==> src/rtl/cas_fsk_player.sv <==
// cas_fsk_player: plays a tape image from a synchronous byte buffer as CoCo FSK,
// LSB first, bit 0 = one 1200 Hz cycle, bit 1 = one 2400 Hz cycle.
// Optional motor spin-up delay is compiled in with `define CAS_MOTOR_DELAY_EN.
module cas_fsk_player #(
    parameter int ADDR_W          = 16,
    parameter int RD_LAT          = 2,
    parameter int HALF0_TICKS     = 372,
    parameter int HALF1_TICKS     = 186,
    parameter int MOTOR_DLY_TICKS = 0
) (
    input  logic              clk,
    input  logic              RESET_N,
    input  logic              ce,
    input  logic              rewind,
    input  logic              motor,
    input  logic [ADDR_W-1:0] tape_len,
    output logic [ADDR_W-1:0] rd_addr,
    output logic              rd_req,
    input  logic [7:0]        rd_data,
    output logic              dout,
    output logic              busy,
    output logic              eot,
    output logic [ADDR_W-1:0] pos
);

    localparam int HMAX   = (HALF0_TICKS > HALF1_TICKS) ? HALF0_TICKS : HALF1_TICKS;
    localparam int TICK_W = $clog2(HMAX + 1);
    localparam logic [TICK_W-1:0] H0_LAST  = TICK_W'(HALF0_TICKS - 1);
    localparam logic [TICK_W-1:0] H1_LAST  = TICK_W'(HALF1_TICKS - 1);
    localparam logic [2:0]        LAT_LAST = 3'(RD_LAT);

    typedef enum logic [2:0] {
        ST_IDLE  = 3'd0,
        ST_FETCH = 3'd1,
        ST_HI    = 3'd2,
        ST_LO    = 3'd3,
        ST_EOT   = 3'd4
    } state_t;

    state_t              state_r, state_nx;
    logic [TICK_W-1:0]   tick_r, tick_nx;
    logic [2:0]          bit_r, bit_nx;
    logic [2:0]          lat_r, lat_nx;
    logic [7:0]          sh_r, sh_nx;
    logic [ADDR_W-1:0]   pos_r, pos_nx;
    logic [ADDR_W-1:0]   rd_addr_r, rd_addr_nx;
    logic                rd_req_r, rd_req_nx;
    logic                dout_r, busy_r, eot_r;
    logic [ADDR_W:0]     len_ext_s;
    logic [ADDR_W:0]     pos_inc_s;
    logic                at_end_s;
    logic                end_after_s;
    logic                half_done_s;
    logic                run_s;
    logic                spin_s;

    // Last tick index of a half-cycle for the given bit value
    function automatic logic [TICK_W-1:0] half_last(input logic bit_v);
        if (bit_v) begin
            half_last = H1_LAST;
        end else begin
            half_last = H0_LAST;
        end
    endfunction

`ifdef CAS_MOTOR_DELAY_EN
    localparam int DLY_N  = (MOTOR_DLY_TICKS > 0) ? MOTOR_DLY_TICKS : 1;
    localparam int SPIN_W = $clog2(DLY_N + 1);
    localparam logic [SPIN_W-1:0] DLY_LAST = SPIN_W'(DLY_N - 1);
    localparam logic              DLY_ON   = (MOTOR_DLY_TICKS > 0);

    logic              motor_q_r;
    logic              spin_r;
    logic [SPIN_W-1:0] spin_cnt_r;
    logic              rise_s;

    // The rising clk itself already belongs to the spin-up window
    assign rise_s = motor && !motor_q_r && (state_r != ST_EOT) && DLY_ON;
    assign spin_s = spin_r || rise_s;
    assign run_s  = motor && !spin_s;

    // Spin-up counter: restarted by each motor rise, cleared by a motor drop
    always_ff @(posedge clk) begin
        if (!RESET_N) begin
            motor_q_r  <= 1'b0;
            spin_r     <= 1'b0;
            spin_cnt_r <= {SPIN_W{1'b0}};
        end else begin
            motor_q_r <= motor;
            if (!motor) begin
                spin_r     <= 1'b0;
                spin_cnt_r <= {SPIN_W{1'b0}};
            end else if (spin_s && ce) begin
                if (spin_cnt_r == DLY_LAST) begin
                    spin_r     <= 1'b0;
                    spin_cnt_r <= {SPIN_W{1'b0}};
                end else begin
                    spin_r     <= 1'b1;
                    spin_cnt_r <= spin_cnt_r + SPIN_W'(1);
                end
            end else begin
                spin_r <= spin_s;
            end
        end
    end
`else
    logic [31:0] dly_unused_s;

    assign dly_unused_s = MOTOR_DLY_TICKS;
    assign spin_s       = 1'b0;
    assign run_s        = motor;
`endif

    // tape_len of zero stands for the whole buffer, hence the extra bit
    assign len_ext_s   = (tape_len == {ADDR_W{1'b0}}) ? {1'b1, {ADDR_W{1'b0}}} : {1'b0, tape_len};
    assign pos_inc_s   = {1'b0, pos_r} + {{ADDR_W{1'b0}}, 1'b1};
    assign at_end_s    = ({1'b0, pos_r} >= len_ext_s);
    assign end_after_s = (pos_inc_s >= len_ext_s);
    assign half_done_s = run_s && ce && (tick_r == half_last(sh_r[0]));

    // Next-state and datapath update
    always_comb begin
        state_nx   = state_r;
        tick_nx    = tick_r;
        bit_nx     = bit_r;
        lat_nx     = lat_r;
        sh_nx      = sh_r;
        pos_nx     = pos_r;
        rd_addr_nx = rd_addr_r;
        rd_req_nx  = 1'b0;
        if (rewind) begin
            state_nx   = ST_IDLE;
            tick_nx    = {TICK_W{1'b0}};
            bit_nx     = 3'd0;
            lat_nx     = 3'd0;
            pos_nx     = {ADDR_W{1'b0}};
            rd_addr_nx = {ADDR_W{1'b0}};
        end else begin
            case (state_r)
                ST_IDLE: begin
                    if (run_s && at_end_s) begin
                        state_nx = ST_EOT;
                    end else if (run_s) begin
                        state_nx   = ST_FETCH;
                        rd_req_nx  = 1'b1;
                        rd_addr_nx = pos_r;
                        lat_nx     = 3'd0;
                    end else begin
                        state_nx = ST_IDLE;
                    end
                end
                // Latency count runs on clk alone so a motor drop cannot lose data
                ST_FETCH: begin
                    if (lat_r == LAT_LAST) begin
                        sh_nx    = rd_data;
                        bit_nx   = 3'd0;
                        tick_nx  = {TICK_W{1'b0}};
                        lat_nx   = 3'd0;
                        state_nx = ST_HI;
                    end else begin
                        lat_nx = lat_r + 3'd1;
                    end
                end
                ST_HI: begin
                    if (half_done_s) begin
                        tick_nx  = {TICK_W{1'b0}};
                        state_nx = ST_LO;
                    end else if (run_s && ce) begin
                        tick_nx = tick_r + TICK_W'(1);
                    end else begin
                        tick_nx = tick_r;
                    end
                end
                ST_LO: begin
                    if (half_done_s) begin
                        tick_nx = {TICK_W{1'b0}};
                        if (bit_r != 3'd7) begin
                            bit_nx   = bit_r + 3'd1;
                            sh_nx    = {1'b0, sh_r[7:1]};
                            state_nx = ST_HI;
                        end else begin
                            pos_nx = pos_inc_s[ADDR_W-1:0];
                            if (end_after_s) begin
                                state_nx = ST_EOT;
                            end else begin
                                state_nx   = ST_FETCH;
                                rd_req_nx  = 1'b1;
                                rd_addr_nx = pos_inc_s[ADDR_W-1:0];
                                lat_nx     = 3'd0;
                            end
                        end
                    end else if (run_s && ce) begin
                        tick_nx = tick_r + TICK_W'(1);
                    end else begin
                        tick_nx = tick_r;
                    end
                end
                ST_EOT: begin
                    state_nx = ST_EOT;
                end
                default: begin
                    state_nx = ST_IDLE;
                end
            endcase
        end
    end

    // State, datapath and registered outputs
    always_ff @(posedge clk) begin
        if (!RESET_N) begin
            state_r   <= ST_IDLE;
            tick_r    <= {TICK_W{1'b0}};
            bit_r     <= 3'd0;
            lat_r     <= 3'd0;
            sh_r      <= 8'd0;
            pos_r     <= {ADDR_W{1'b0}};
            rd_addr_r <= {ADDR_W{1'b0}};
            rd_req_r  <= 1'b0;
            dout_r    <= 1'b0;
            busy_r    <= 1'b0;
            eot_r     <= 1'b0;
        end else begin
            state_r   <= state_nx;
            tick_r    <= tick_nx;
            bit_r     <= bit_nx;
            lat_r     <= lat_nx;
            sh_r      <= sh_nx;
            pos_r     <= pos_nx;
            rd_addr_r <= rd_addr_nx;
            rd_req_r  <= rd_req_nx;
            dout_r    <= (state_nx == ST_HI) && !spin_s;
            busy_r    <= (state_nx == ST_FETCH) || (state_nx == ST_HI) || (state_nx == ST_LO);
            eot_r     <= (state_nx == ST_EOT);
        end
    end

    assign rd_addr = rd_addr_r;
    assign rd_req  = rd_req_r;
    assign dout    = dout_r;
    assign busy    = busy_r;
    assign eot     = eot_r;
    assign pos     = pos_r;

endmodule

==> config.mk <==
export PLATFORM = sky130hd
export DESIGN_NAME = cas_fsk_player
export DESIGN_NICKNAME = d
export VERILOG_FILES = /design/src/rtl/cas_fsk_player.sv
export SDC_FILE = /design/constraint.sdc
export NUM_CORES = 1
export LEC_CHECK = 0
export CAP_MARGIN = 20
export CORE_AREA = 2 2 63 124
export CTS_BUF_LIST = sky130_fd_sc_hd__clkbuf_8
export DETAILED_ROUTE_END_ITERATION = 10
export DIE_AREA = 0 0 65 126
export MAX_ROUTING_LAYER = met4
export PLACE_DENSITY = 0.79
export SLEW_MARGIN = 10
export SYNTH_ARGS = -nofsm -noshare
export SYNTH_HDL_FRONTEND = slang
export SYNTH_SLANG_ARGS = --single-unit
==> constraint.sdc <==
create_clock -name clk -period 4.47 [get_ports clk]
set_input_delay 0.894 -clock clk [delete_from_list [all_inputs] [get_ports clk]]
set_output_delay 0.894 -clock clk [all_outputs]
set_load 0.05 [all_outputs]
==> results.json <==
{
  "clock_tree_root_buffer_cell": "clkbuf_8",
  "critical_path.max_fanout": 17,
  "grt_pass1_vias": 3507,
  "maxSlewHeadroom_pct": 47.0,
  "synth.net_count": 547,
  "detail_route.iter0.violations": 122,
  "cp.required_ns": 4.72,
  "edff_count_synth": 0,
  "run_status": "finished, final reports clean",
  "post_layout_nonfiller_instances": 626,
  "ys_warn_count": 0,
  "synth-seq-area-share_pct": 31.3,
  "area.sequential_um2": 1240,
  "rr_endpoint": "rd_addr[12]",
  "power.static_leakage_uw": 0.00199,
  "multi_input_area_um2": 2500,
  "post-place-cells": 611,
  "clk_pin_slew_ns": 0.07,
  "detail_route.drc_violations": 0,
  "grt_first_pass_wirelength_mm": 16.4,
  "area_growth_syn_to_layout_pct": 20.8,
  "transition_time_at_the_pin_with_the_least_slew_margin_ns": 0.795,
  "synth.ff_latch_count": 62,
  "timing_hold_violations_final": 0,
  "detailroute.via_count": 3574,
  "timing.rr.start": "pos[0]",
  "detailedRoute.firstPassIterationCount": 4,
  "totalPowerFinal_uw": 1180,
  "die_area_um2": 8190,
  "worstSetupStartpoint": "pos[0]",
  "gp_congestion": 0.932,
  "ant_nets": 0,
  "reg2regPathDepth": 11,
  "worstSetupPathType": "register to register",
  "finalNetCount": 596,
  "cellPowerDensity_nw_per_um2": 247,
  "count_of_pins_over_their_slew_limit": 0,
  "rows": 44,
  "dp_hpwl_mm": 7.83,
  "timing.critical_path.to": "rd_addr[12]",
  "drive_gt1_share_pct": 4.87,
  "syn-cell-area_um2": 3970,
  "core_um2": 7210,
  "fin_setup_tns_ns": 0,
  "initial_utilization_pct": 55.0,
  "die-height_um": 126,
  "die_w_um": 65,
  "crit_arrival_ns": 4.21,
  "synth_area_per_cell_um2": 8.24,
  "gr-total-overflow": 0,
  "synthCells": 481,
  "cts-resized-gates": 0,
  "setup.worst_path.end_class": "register",
  "clkSinkCount": 62,
  "utilization_pct": 66.4,
  "antenna_cells": 0,
  "post_cts_hold_buffer_count": 0,
  "critPathLaunchType": "register",
  "rsz0062_at_grt": "false",
  "antenna_found_initial": 0,
  "placement.io_buffers": 64,
  "number_of_buffers_on_the_longest_clock_path": 2,
  "grt_use_total_pct": 26.5,
  "fillCellCount": 612,
  "synth-async-reset-ratio_pct": 0,
  "final.period_utilization_pct": 88.6,
  "layout.cells.most_common_list": "clkdlybuf4s50_1, dfxtp_1, nand2_1",
  "period_needed_ns": 3.96,
  "tritoncts": "built",
  "worst_r2r_setup_slack_ns": 0.51,
  "timing.hold.worst.class": "register to register",
  "final.setup_skew_ns": 0.00382,
  "detail_route.wl_per_cell_um": 16.0,
  "finalSetupViolations": 0,
  "floorplan.io_pins": 65,
  "maxClockFrequency_mhz": 253,
  "most_frequent_standard_cell_in_the_layout_excluding_fill_and_tap_cells": "clkdlybuf4s50_1",
  "htree_num_levels": 3,
  "grt_start_max_net_pins": 23,
  "maxCapViolations": 0,
  "cts_buffers": 9,
  "detail_route.vias_per_cell": 5.71,
  "post-cts-setup-buffers": 0,
  "synth.lib_cells_used.distinct": 51,
  "worst_ir_drop_vdd_mv": 0.243,
  "insertion_delay_ns": 0.34,
  "ys_dominant_reg_cell": "dfxtp_1",
  "finalWirelength_mm": 10.0
}
==> layer usage <==
layer  global-route usage, %  share of wire (%)
met5                       -                  0
met4                    15.8                5.3
met3                    4.55                2.9
met2                    47.7                 56
met1                    25.6                 36
==> cell type report <==
cell class	count	share of cell area [%]
Multi-Input combinational cell	368	52.2
Timing Repair Buffer	67	13.8
Clock inverter	5	1.07
Inverter	22	1.72
Sequential cell	62	25.9
Tap cell	92	2.40
Clock buffer	10	2.87
==> worst min-delay path by stage <==
stage,slack [ns],start,to,depth (start not counted)
2_1_floorplan,0.44,bit_r[1],bit_r[1],2
3_3_place_gp,0.44,bit_r[1],bit_r[1],2
3_5_place_dp,0.46,bit_r[1],bit_r[1],2
4_1_cts,0.47,bit_r[1],bit_r[1],2
5_1_grt,0.49,bit_r[1],bit_r[1],2
6_report,0.47,bit_r[1],bit_r[1],2
==> sequential cells by signal, indices dropped and copies added, names as in the netlist <==
signal,count
state_r,3
rd_addr,16
dout,1
lat_r,3
busy,1
rd_req,1
sh_r,8
tick_r,9
pos,16
bit_r,3
eot,1
==> logic make-up after synthesis <==
group                      count (synthesis)  synth area share [%]
and+or+nand+nor                          173                  22.4
AOI/OAI and AO/OA                        107                  17.5
DFF                                       62                  31.3
buffers and inverters                     51                  5.71
xor gates and xnor gates                  49                  10.8
adders and majority gates                 37                  11.7
muxes                                      2                 0.505
==> synth_stat cells (3+ instances only) <==
library cell / count / area (um2)
a211oi_1: 19 / 143
a21o_1: 8 / 60.1
a21oi_1: 42 / 210
and3_1: 10 / 62.6
buf_2: 4 / 20.0
buf_4: 3 / 22.5
clkbuf_1: 18 / 67.6
dfxtp_1: 62 / 1240
ha_1: 37 / 463
inv_1: 22 / 82.6
nand2_1: 52 / 195
nand2b_1: 3 / 18.8
nand3_1: 18 / 90.1
nand3_2: 3 / 30.0
nand4_1: 11 / 68.8
nor2_1: 33 / 124
nor2b_1: 5 / 31.3
nor3_1: 8 / 40.0
nor3b_1: 3 / 22.5
nor4_1: 4 / 25.0
o211a_1: 7 / 70.1
o21a_1: 4 / 30.0
o21ai_0: 15 / 75.1
or3_1: 8 / 50.1
xnor2_1: 25 / 219
xor2_1: 24 / 210
==> power by group <==
part / total [uW] / internal [uW] / switching (uW)
clock: 482 / 265 / 217
combinational: 130 / 56.3 / 73.7
sequential: 569 / 562 / 6.90
==> stage by stage <==
step / hold slack (ns) / instance area, um2 / setup slack (ns)
5_1_grt: 0.491 / 4790 / 0.219
2_1_floorplan: 0.436 / 3970 / 0.609
4_1_cts: 0.465 / 4790 / 0.575
6_report: 0.466 / 4790 / 0.511
3_5_place_dp: 0.456 / 4600 / 0.388
3_3_place_gp: 0.443 / 4600 / 0.468
==> critical path, cell delays in order (launching register included) <==
cell,delay (ns)
dfxtp_1,0.51
nand3_1,0.25
or2_2,0.42
nor2_2,0.35
nand3_1,0.18
xnor2_1,0.17
ha_1,0.31
nand4_1,0.13
o41ai_1,0.69
o21ai_1,0.16
and2_1,0.39
a211oi_1,0.31
Note: power is estimated with default switching activity, not from simulation.
